**src/rtl/score_display.sv**
```systemverilog
// rtl/score_display.sv - four-digit seven-segment scoreboard driver for the pong score stage
//
// Ports:
//   clock        in   system clock, rising edge
//   reset        in   asynchronous active-high reset
//   leftpscore   in   left player score 0..3
//   rightpscore  in   right player score 0..3
//   gamestate    in   1 = game in progress
//   seg          out  active-low segments g f e d c b a (bit0 = a)
//   an           out  active-low digit enables, an[3] = leftmost
//   dp           out  active-low decimal point of the enabled digit
//   winner       out  00 none, 10 left won, 01 right won

module score_display #(
    parameter int REFRESH_DIV = 100000,
    parameter int BLINK_DIV   = 25000000,
    parameter int WIN_BLINKS  = 6
) (
    input  logic       clock,
    input  logic       reset,
    input  logic [1:0] leftpscore,
    input  logic [1:0] rightpscore,
    input  logic       gamestate,
    output logic [6:0] seg,
    output logic [3:0] an,
    output logic       dp,
    output logic [1:0] winner
);

    localparam int RW = $clog2(REFRESH_DIV);
    localparam int BW = $clog2(BLINK_DIV);
    localparam int HW = (WIN_BLINKS > 1) ? $clog2(WIN_BLINKS) : 1;

    localparam logic [RW-1:0] REF_LAST   = RW'(REFRESH_DIV - 1);
    localparam logic [BW-1:0] BLINK_LAST = BW'(BLINK_DIV - 1);
    localparam logic [HW-1:0] HALF_LAST  = HW'(WIN_BLINKS - 1);

    localparam logic [6:0] G_DASH  = 7'b0111111;
    localparam logic [6:0] G_BLANK = 7'b1111111;

    typedef enum logic [1:0] {IDLE, PLAY, WIN_BLINK, WIN_HOLD} state_t;

    function automatic logic [6:0] digit_glyph(input logic [1:0] v);
        case (v)
            2'd0:    digit_glyph = 7'b1000000;
            2'd1:    digit_glyph = 7'b1111001;
            2'd2:    digit_glyph = 7'b0100100;
            default: digit_glyph = 7'b0110000;
        endcase
    endfunction

    state_t          state_q;
    logic [1:0]      left_q, right_q, left_prev_q, right_prev_q;
    logic            gs_q, gs_prev_q;
    logic [RW-1:0]   ref_cnt_q;
    logic [1:0]      digit_q;
    logic [BW-1:0]   blink_cnt_q;
    logic [HW-1:0]   half_q;
    logic            lflash_q, rflash_q;
    logic [BW-1:0]   lflash_cnt_q, rflash_cnt_q;
    logic [1:0]      winner_q;
    logic [6:0]      seg_q, seg_d;
    logic [3:0]      an_q, an_d;
    logic            dp_q, dp_d;

    logic gs_rise, gs_fall, l_point, r_point, blank_hit;

    assign gs_rise = gs_q & ~gs_prev_q;
    assign gs_fall = ~gs_q & gs_prev_q;
    // A score returning to 0 is a new-game clear, not a point.
    assign l_point = (left_q != left_prev_q) && (left_q != 2'd0);
    assign r_point = (right_q != right_prev_q) && (right_q != 2'd0);

    always_ff @(posedge clock or posedge reset) begin
        if (reset) begin
            left_q       <= 2'd0;
            right_q      <= 2'd0;
            gs_q         <= 1'b0;
            left_prev_q  <= 2'd0;
            right_prev_q <= 2'd0;
            gs_prev_q    <= 1'b0;
        end else begin
            left_q       <= leftpscore;
            right_q      <= rightpscore;
            gs_q         <= gamestate;
            left_prev_q  <= left_q;
            right_prev_q <= right_q;
            gs_prev_q    <= gs_q;
        end
    end

    // Free-running digit scan, never disturbed by the state machine.
    always_ff @(posedge clock or posedge reset) begin
        if (reset) begin
            ref_cnt_q <= '0;
            digit_q   <= 2'd0;
        end else if (ref_cnt_q == REF_LAST) begin
            ref_cnt_q <= '0;
            digit_q   <= digit_q + 2'd1;
        end else begin
            ref_cnt_q <= ref_cnt_q + RW'(1);
        end
    end

    always_ff @(posedge clock or posedge reset) begin
        if (reset) begin
            state_q      <= IDLE;
            winner_q     <= 2'b00;
            blink_cnt_q  <= '0;
            half_q       <= '0;
            lflash_q     <= 1'b0;
            rflash_q     <= 1'b0;
            lflash_cnt_q <= '0;
            rflash_cnt_q <= '0;
        end else begin
            case (state_q)
                IDLE: begin
                    if (gs_rise) state_q <= PLAY;
                end
                PLAY: begin
                    if (gs_fall) begin
                        lflash_q    <= 1'b0;
                        rflash_q    <= 1'b0;
                        blink_cnt_q <= '0;
                        half_q      <= '0;
                        if (left_q == 2'd3) begin
                            winner_q <= 2'b10;
                            state_q  <= WIN_BLINK;
                        end else if (right_q == 2'd3) begin
                            winner_q <= 2'b01;
                            state_q  <= WIN_BLINK;
                        end else begin
                            winner_q <= 2'b00;
                            state_q  <= IDLE;
                        end
                    end else begin
                        // A fresh point restarts that side's flash from zero.
                        if (l_point) begin
                            lflash_q     <= 1'b1;
                            lflash_cnt_q <= '0;
                        end else if (lflash_q) begin
                            if (lflash_cnt_q == BLINK_LAST) lflash_q <= 1'b0;
                            else lflash_cnt_q <= lflash_cnt_q + BW'(1);
                        end
                        if (r_point) begin
                            rflash_q     <= 1'b1;
                            rflash_cnt_q <= '0;
                        end else if (rflash_q) begin
                            if (rflash_cnt_q == BLINK_LAST) rflash_q <= 1'b0;
                            else rflash_cnt_q <= rflash_cnt_q + BW'(1);
                        end
                    end
                end
                WIN_BLINK: begin
                    if (gs_rise) begin
                        winner_q <= 2'b00;
                        state_q  <= PLAY;
                    end else if (blink_cnt_q == BLINK_LAST) begin
                        blink_cnt_q <= '0;
                        if (half_q == HALF_LAST) state_q <= WIN_HOLD;
                        else half_q <= half_q + HW'(1);
                    end else begin
                        blink_cnt_q <= blink_cnt_q + BW'(1);
                    end
                end
                WIN_HOLD: begin
                    if (gs_rise) begin
                        winner_q <= 2'b00;
                        state_q  <= PLAY;
                    end
                end
                default: state_q <= IDLE;
            endcase
        end
    end

    // Odd half-periods (half_q[0] = 1) blank the winner's digit.
    assign blank_hit = (state_q == WIN_BLINK) && half_q[0] &&
                       (((digit_q == 2'd3) && (winner_q == 2'b10)) ||
                        ((digit_q == 2'd0) && (winner_q == 2'b01)));

    always_comb begin
        an_d = ~(4'b0001 << digit_q);
        dp_d = 1'b1;
        case (digit_q)
            2'd3:    seg_d = digit_glyph(left_q);
            2'd0:    seg_d = digit_glyph(right_q);
            default: seg_d = G_DASH;
        endcase
        if (state_q == IDLE) seg_d = G_DASH;
        if (blank_hit) seg_d = G_BLANK;
        if ((state_q == PLAY) &&
            (((digit_q == 2'd3) && lflash_q) || ((digit_q == 2'd0) && rflash_q)))
            dp_d = 1'b0;
    end

    always_ff @(posedge clock or posedge reset) begin
        if (reset) begin
            seg_q <= G_BLANK;
            an_q  <= 4'b1111;
            dp_q  <= 1'b1;
        end else begin
            seg_q <= seg_d;
            an_q  <= an_d;
            dp_q  <= dp_d;
        end
    end

    assign seg    = seg_q;
    assign an     = an_q;
    assign dp     = dp_q;
    assign winner = winner_q;

endmodule

```
**config.mk**
```make
export PLATFORM = sky130hd
export DESIGN_NAME = score_display
export DESIGN_NICKNAME = d
export VERILOG_FILES = /design/src/rtl/score_display.sv
export SDC_FILE = /design/constraint.sdc
export NUM_CORES = 1
export LEC_CHECK = 0
export ABC_AREA = 1
export CORE_ASPECT_RATIO = 1.4
export CORE_MARGIN = 3
export CORE_UTILIZATION = 55
export CTS_BUF_LIST = sky130_fd_sc_hd__clkbuf_2 sky130_fd_sc_hd__clkbuf_4 sky130_fd_sc_hd__clkbuf_8
export CTS_CLUSTER_DIAMETER = 200
export DETAILED_ROUTE_END_ITERATION = 12
export PLACE_DENSITY = 0.72
export SYNTH_ARGS = -nofsm -noshare
export SYNTH_HDL_FRONTEND = slang
export SYNTH_SLANG_ARGS = --single-unit
```
**constraint.sdc**
```tcl
create_clock -name clock -period 5.23 [get_ports clock]
set_input_delay 1.046 -clock clock [delete_from_list [all_inputs] [get_ports clock]]
set_output_delay 1.046 -clock clock [all_outputs]
set_load 0.01 [all_outputs]
```
==> results.py, run 1 <==
metrics = {
    "floorplanning": {
        "die_w_um": 104,
        "start_util_pct": 57.2,
        "coreArea_mm2": 0.0131,
        "die_h_um": 144,
        "ios": 21,
        "num_rows": 49,
        "fp.dieArea_mm2": 0.0150,
    },
    "cts": {
        "cts_hold_buf": 0,
        "clk_latency_ns": 0.46,
        "h-tree-depth": 4,
        "cts_root_buffer": "clkbuf_8",
        "cts.sinks": 124,
        "postCtsSetupBuffers": 0,
        "clkTransAtPathRegs_ns": 0.08,
        "post_cts_resize_count": 0,
        "clock_path_buffers": 2,
        "cts_tree": "done",
        "numCtsBuffers": 17,
    },
    "worst_setup_path": {
        "path_cells": "clkdlybuf4s50_1",
        "worstPathArrival_ns": 1.53,
        "ff2ff_setup_slack_ns": 2.85,
        "critPathSlowestCell": "dfstp_2",
        "cp_data_required_time_ns": 4.18,
        "cp-start-kind": "flop",
        "crit_fanout": 2,
        "slowest_delay_ns": 0.54,
        "crit_family": "flip-flops",
        "crit_path_end_kind": "primary output",
        "crit_buf_inv": 1,
        "critPathKind": "reg2out",
    },
    "synthesis": {
        "netlist_instances": 1054,
        "synth_warnings": 0,
        "yosys.area.top_type": "dfrtp_1",
        "async_reset_ff_share_pct": 100,
        "ys_seq_area_share_pct": 41.8,
        "yosys.cell_types.count": 39,
        "syn_avg_cell_area_um2": 7.08,
        "synth_top_area_share_pct": 37.9,
        "synth-edff-count": 0,
        "yosysMostFrequentCell": "nand2_1",
        "synth.net_count": 1076,
        "synthTopCellsByCount": "nand2_1 (382), nor2_1 (136), inv_1 (130)",
        "ys_ff_latch": 124,
        "synth_area_mm2": 0.00746,
        "synthTopCellsByArea": "dfrtp_1 (38%), nand2_1 (19%), nor2_1 (6.8%)",
        "synth_ff_type": "dfrtp_1",
    },
    "sta": {
        "period_share_pct": 49.2,
        "fin_setup_tns_ns": 0,
        "rsz0062_at_grt": "no",
        "tightest_slew_ns": 0.827,
        "setup_viol": 0,
        "finalClockSkew_ns": 0.00978,
        "maxSlewViolCount": 0,
        "whs_ns": 0.463,
        "slew_headroom_pct": 44.8,
        "min_period_ns": 2.57,
        "setup_ws_ns": 2.66,
        "hold_viol_final": 0,
        "max_freq_ghz": 0.389,
    },
    "power": {
        "power.density_mw_per_mm2": 304,
        "leakagePower_nw": 4.03,
        "vdd_drop_max_mv": 0.176,
        "fin_total_pwr_mw": 2.49,
    },
    "final_layout": {
        "diodes": 0,
        "fin_cells": 1268,
        "nNetsFinal": 1099,
        "drive_gt1_share_pct": 7.61,
        "fin_util_pct": 62.5,
        "stdcell_area_mm2": 0.00817,
        "synthToLayoutAreaGrowth_pct": 9.44,
    },
    "placed_design": {
        "place_ws_ns": 2.86,
        "gp_congestion": 0.905,
        "dpl.hpwl_mm": 11.2,
        "dpl.cell_count": 1236,
        "io_buffer_count": 20,
        "placed_cell_area_mm2": 0.00778,
    },
    "global_route": {
        "grt.total_usage_pct": 22.5,
        "grt_max_degree": 125,
        "grt_pass1_vias": 6006,
        "grt_pass1_wl_mm": 27.4,
        "grt-ovfl-total": 0,
        "antenna_found_initial": 0,
    },
    "outcome": {
        "status": "completed",
    },
    "routing": {
        "detail_route.iter0.violations": 221,
        "via_count": 6306,
        "wirelength_mm": 15.6,
        "firstDrtPassIters": 5,
        "avgViaCountPerCell": 4.97,
        "wl_per_cell_um": 12.3,
        "ant_nets": 0,
        "drc": 0,
    },
    "run": {
        "maxCapViolCount": 0,
    },
    "min_path": {
        "hp-class": "reg2reg",
    },
}
[layer usage]
metal | vias to the layer above | GRT usage [%] | part of all wire [%]
met1 | 2882 | 26.1 | 43
met5 | - | 0 | 0
met3 | 36 | 3.73 | 2.0
li1 | 3313 | - | -
met4 | 0 | 9.73 | 2.6
met2 | 75 | 40.9 | 53
[report_power, final]
group	internal (mW)	leakage (nW)	switching (mW)	total, mW
sequential	1.04	1.65	0.0549	1.09
combinational	0.171	2.20	0.385	0.556
clock	0.391	0.189	0.448	0.839
total	1.60	4.03	0.888	2.49
[state kept, by name (all words and copies together) (netlist names), 3 cells and up]
| register | count |
|---|---|
| ref_cnt_q | 17 |
| lflash_cnt_q | 25 |
| rflash_cnt_q | 25 |
| half_q | 3 |
| an | 4 |
| blink_cnt_q | 25 |
| seg | 6 |
[worst paths after layout]
check / from / endpoint / cells past startpoint
max: seg[3] / seg[0] / 1
max in group asynchronous: reset / lflash_cnt_q[8] / 3
min in group asynchronous: reset / lflash_cnt_q[23] / 3
max reg2reg: state_q[1] / lflash_cnt_q[5] / 8
min: ref_cnt_q[0] / ref_cnt_q[0] / 1
min reg2reg: ref_cnt_q[0] / ref_cnt_q[0] / 1
[layout make-up]
class / instances / area, µm²
Multi-Input combinational cell: 776 / 3710
Inverter: 137 / 518
Clock buffer: 17 / 234
Fill cell: 1197 / 4890
Sequential cell: 124 / 3120
Clock inverter: 15 / 150
Tap cell: 178 / 223
Timing Repair Buffer: 21 / 220
[placed cells by master, fill, tap and decap left out, types with 3 or more instances in the layout]
master	Yosys	final
or2_2	4	4
clkbuf_8	0	17
nand3_2	3	3
ha_1	15	15
xnor2_1	12	12
xor2_1	34	34
inv_2	6	6
nor4_1	4	4
nor2_1	136	136
clkinvlp_4	0	3
nor2_2	3	3
inv_1	130	129
nand2_2	13	13
dfstp_2	11	11
nand2_4	3	3
nor3_1	20	20
dfrtp_1	113	113
o21ai_0	30	30
inv_6	0	7
nand2_1	382	382
clkdlybuf4s50_1	0	20
nand3_1	64	64
nand4_1	17	17
nand3b_1	8	8
a21oi_1	10	10
o21bai_1	3	3
[worst reg2reg max path, stage by stage, from the launching register on]
cell and delay [ns]:
dfrtp_1 0.43, inv_1 0.14, ha_1 0.29, nand2_1 0.15, inv_1 0.63, nand4_1 0.21, inv_2 0.30, nand2_1 0.10
nand2_1 0.07
[cell families (layout without fill, tap and decap cells)]
kind of cell	Yosys count	in the layout	share of synthesized area [%]
AND/OR/NAND/NOR	663	663	37.8
buffers and inverters	154	190	8.58
flip-flops	124	124	41.8
AO/OA/AOI/OAI	52	52	3.96
XOR/XNOR	46	46	5.40
adder cells (fa/ha/maj)	15	15	2.51
(Power assumes the default switching activity.)
==> run 2: changes to the inputs <==
clock period = 2.6 ns   (was 5.23 ns; I/O delays follow)
==> run 2 against run 1 <==
Die area unchanged. Clock-buffer cell count up 1. Critical path depth up 9. Largest cell class unchanged. Utilization up 0.50 points. Critical path type is now reg2reg. Largest power group unchanged. Highest routed layer unchanged.
==> results.py, run 2 (synthesized netlist as in run 1, its figures left out) <==
metrics = {
    "outcome": {
        "status": "completed",
    },
    "cts": {
        "cts.sinks": 124,
        "h-tree-depth": 4,
        "cts_root_buffer": "clkbuf_8",
        "clk_latency_ns": 0.45,
        "post_cts_resize_count": 0,
        "cts_hold_buf": 0,
        "cts_tree": "done",
        "postCtsSetupBuffers": 0,
        "clock_path_buffers": 2,
        "clkTransAtPathRegs_ns": 0.08,
        "numCtsBuffers": 17,
    },
    "worst_setup_path": {
        "cp-start-kind": "flop",
        "worstPathArrival_ns": 2.44,
        "cp_data_required_time_ns": 2.93,
        "reg2reg_depth": 10,
        "r2r_start": "state_q[0]",
        "critPathLaunch": "state_q[0]",
        "crit_end": "blink_cnt_q[10]",
        "reg2reg_to": "blink_cnt_q[10]",
        "ff2ff_setup_slack_ns": 0.49,
        "crit_fanout": 17,
        "crit_path_end_kind": "flop",
        "critPathKind": "reg2reg",
    },
    "sta": {
        "tightest_slew_ns": 0.630,
        "setup_viol": 0,
        "finalClockSkew_ns": 0.0162,
        "setup_ws_ns": 0.490,
        "maxSlewViolCount": 0,
        "max_freq_ghz": 0.474,
        "rsz0062_at_grt": "no",
        "fin_setup_tns_ns": 0,
        "period_share_pct": 81.1,
        "slew_headroom_pct": 57.6,
        "min_period_ns": 2.11,
        "hold_viol_final": 0,
    },
    "final_layout": {
        "multiInputGateArea_mm2": 0.00371,
        "reg_top3": "blink_cnt_q x25, lflash_cnt_q x25, rflash_cnt_q x25",
        "fillerInstances": 1257,
        "synthToLayoutAreaGrowth_pct": 10.3,
        "final_common_cell": "nand2_1",
        "drive_gt1_share_pct": 7.86,
        "most-common-layout-cells": "nand2_1 (382), nor2_1 (136), inv_1 (129)",
        "fin_util_pct": 63.0,
        "diodes": 0,
        "regArea_mm2": 0.00312,
        "nNetsFinal": 1103,
    },
    "routing": {
        "avgViaCountPerCell": 5.02,
        "wl_per_cell_um": 12.3,
        "detail_route.iter0.violations": 265,
        "firstDrtPassIters": 5,
        "drc": 0,
        "ant_nets": 0,
        "via_count": 6390,
        "wirelength_mm": 15.7,
    },
    "floorplanning": {
        "num_rows": 49,
        "start_util_pct": 57.2,
        "ios": 21,
        "coreArea_mm2": 0.0131,
        "fp.dieArea_mm2": 0.0150,
        "die_h_um": 144,
        "die_w_um": 104,
    },
    "run": {
        "maxCapViolCount": 0,
    },
    "power": {
        "vdd_drop_max_mv": 0.492,
        "power.density_mw_per_mm2": 619,
        "leakagePower_nw": 4.07,
    },
    "global_route": {
        "grt_max_degree": 74,
        "grt_pass1_wl_mm": 28.4,
        "grt-ovfl-total": 0,
        "grt.total_usage_pct": 22.9,
        "grt_pass1_vias": 6353,
        "antenna_found_initial": 0,
    },
    "placed_design": {
        "dpl.hpwl_mm": 11.5,
        "place_ws_ns": 0.505,
        "io_buffer_count": 20,
        "gp_congestion": 0.942,
    },
    "min_path": {
        "hp-class": "in2async",
    },
}
[run 2: cell count changes in the layout (fill, tap and decap cells not counted)]
cell and change:
buf_12 +1, clkinv_4 +3, inv_4 -1, buf_4 +3, bufinv_16 +1, clkinv_1 +1, clkinvlp_4 -1, clkbuf_8 +1
inv_8 -1, inv_6 -3
[run 2: how the worst min path moves through the flow]
stage                           end  cells past startpoint       start
floorplan           right_prev_q[1]                      0  right_q[1]
global placement          gs_prev_q                      0        gs_q
detailed placement        gs_prev_q                      0        gs_q
CTS                      right_q[0]                      2       reset
global route             right_q[0]                      2       reset
finish                   right_q[0]                      2       reset
[run 2: per-stage QoR]
stage	instance area [µm²]	hold WS (ns)	cells	total power, mW
floorplan	7470	0.349	1054	3.10
global placement	7830	0.388	1240	3.39
detailed placement	7830	0.407	1240	3.42
CTS	8230	0.407	1272	5.16
global route	8230	0.441	1272	5.38
finish	8230	0.419	1272	5.10
[run 2: routing by layer]
metal / vias up / global-route usage, % / routed length [µm]
li1: 3313 / - / -
met1: 2967 / 26.7 / 6780
met2: 80 / 41.8 / 8160
met3: 30 / 3.69 / 399
met4: 0 / 9.80 / 344
met5: - / 0 / 0
[run 2: power by group]
group          switching [mW]  internal, mW  total, mW
registers               0.115          2.09       2.20
logic                   0.784         0.379       1.16
clock network           0.838         0.894       1.73
[run 2: cell type report]
class	count	area share (%)
clock buffers	18	3.01
clock inverters	14	1.91
repair buffers	25	3.19
flip-flops and latches	124	37.9
inverters	137	6.31
multi-input cells	776	45.0
well taps	178	2.71
[run 2: worst max-delay path, cell delays in order (launching register included)]
cell and delay (ns):
dfrtp_1 0.44, inv_1 0.10, ha_1 0.32, inv_2 0.13
nand2_1 0.05, nand2_1 0.08, nand2_2 0.14, inv_2 0.23
nand2_1 0.14, inv_2 0.28, nor2_1 0.09
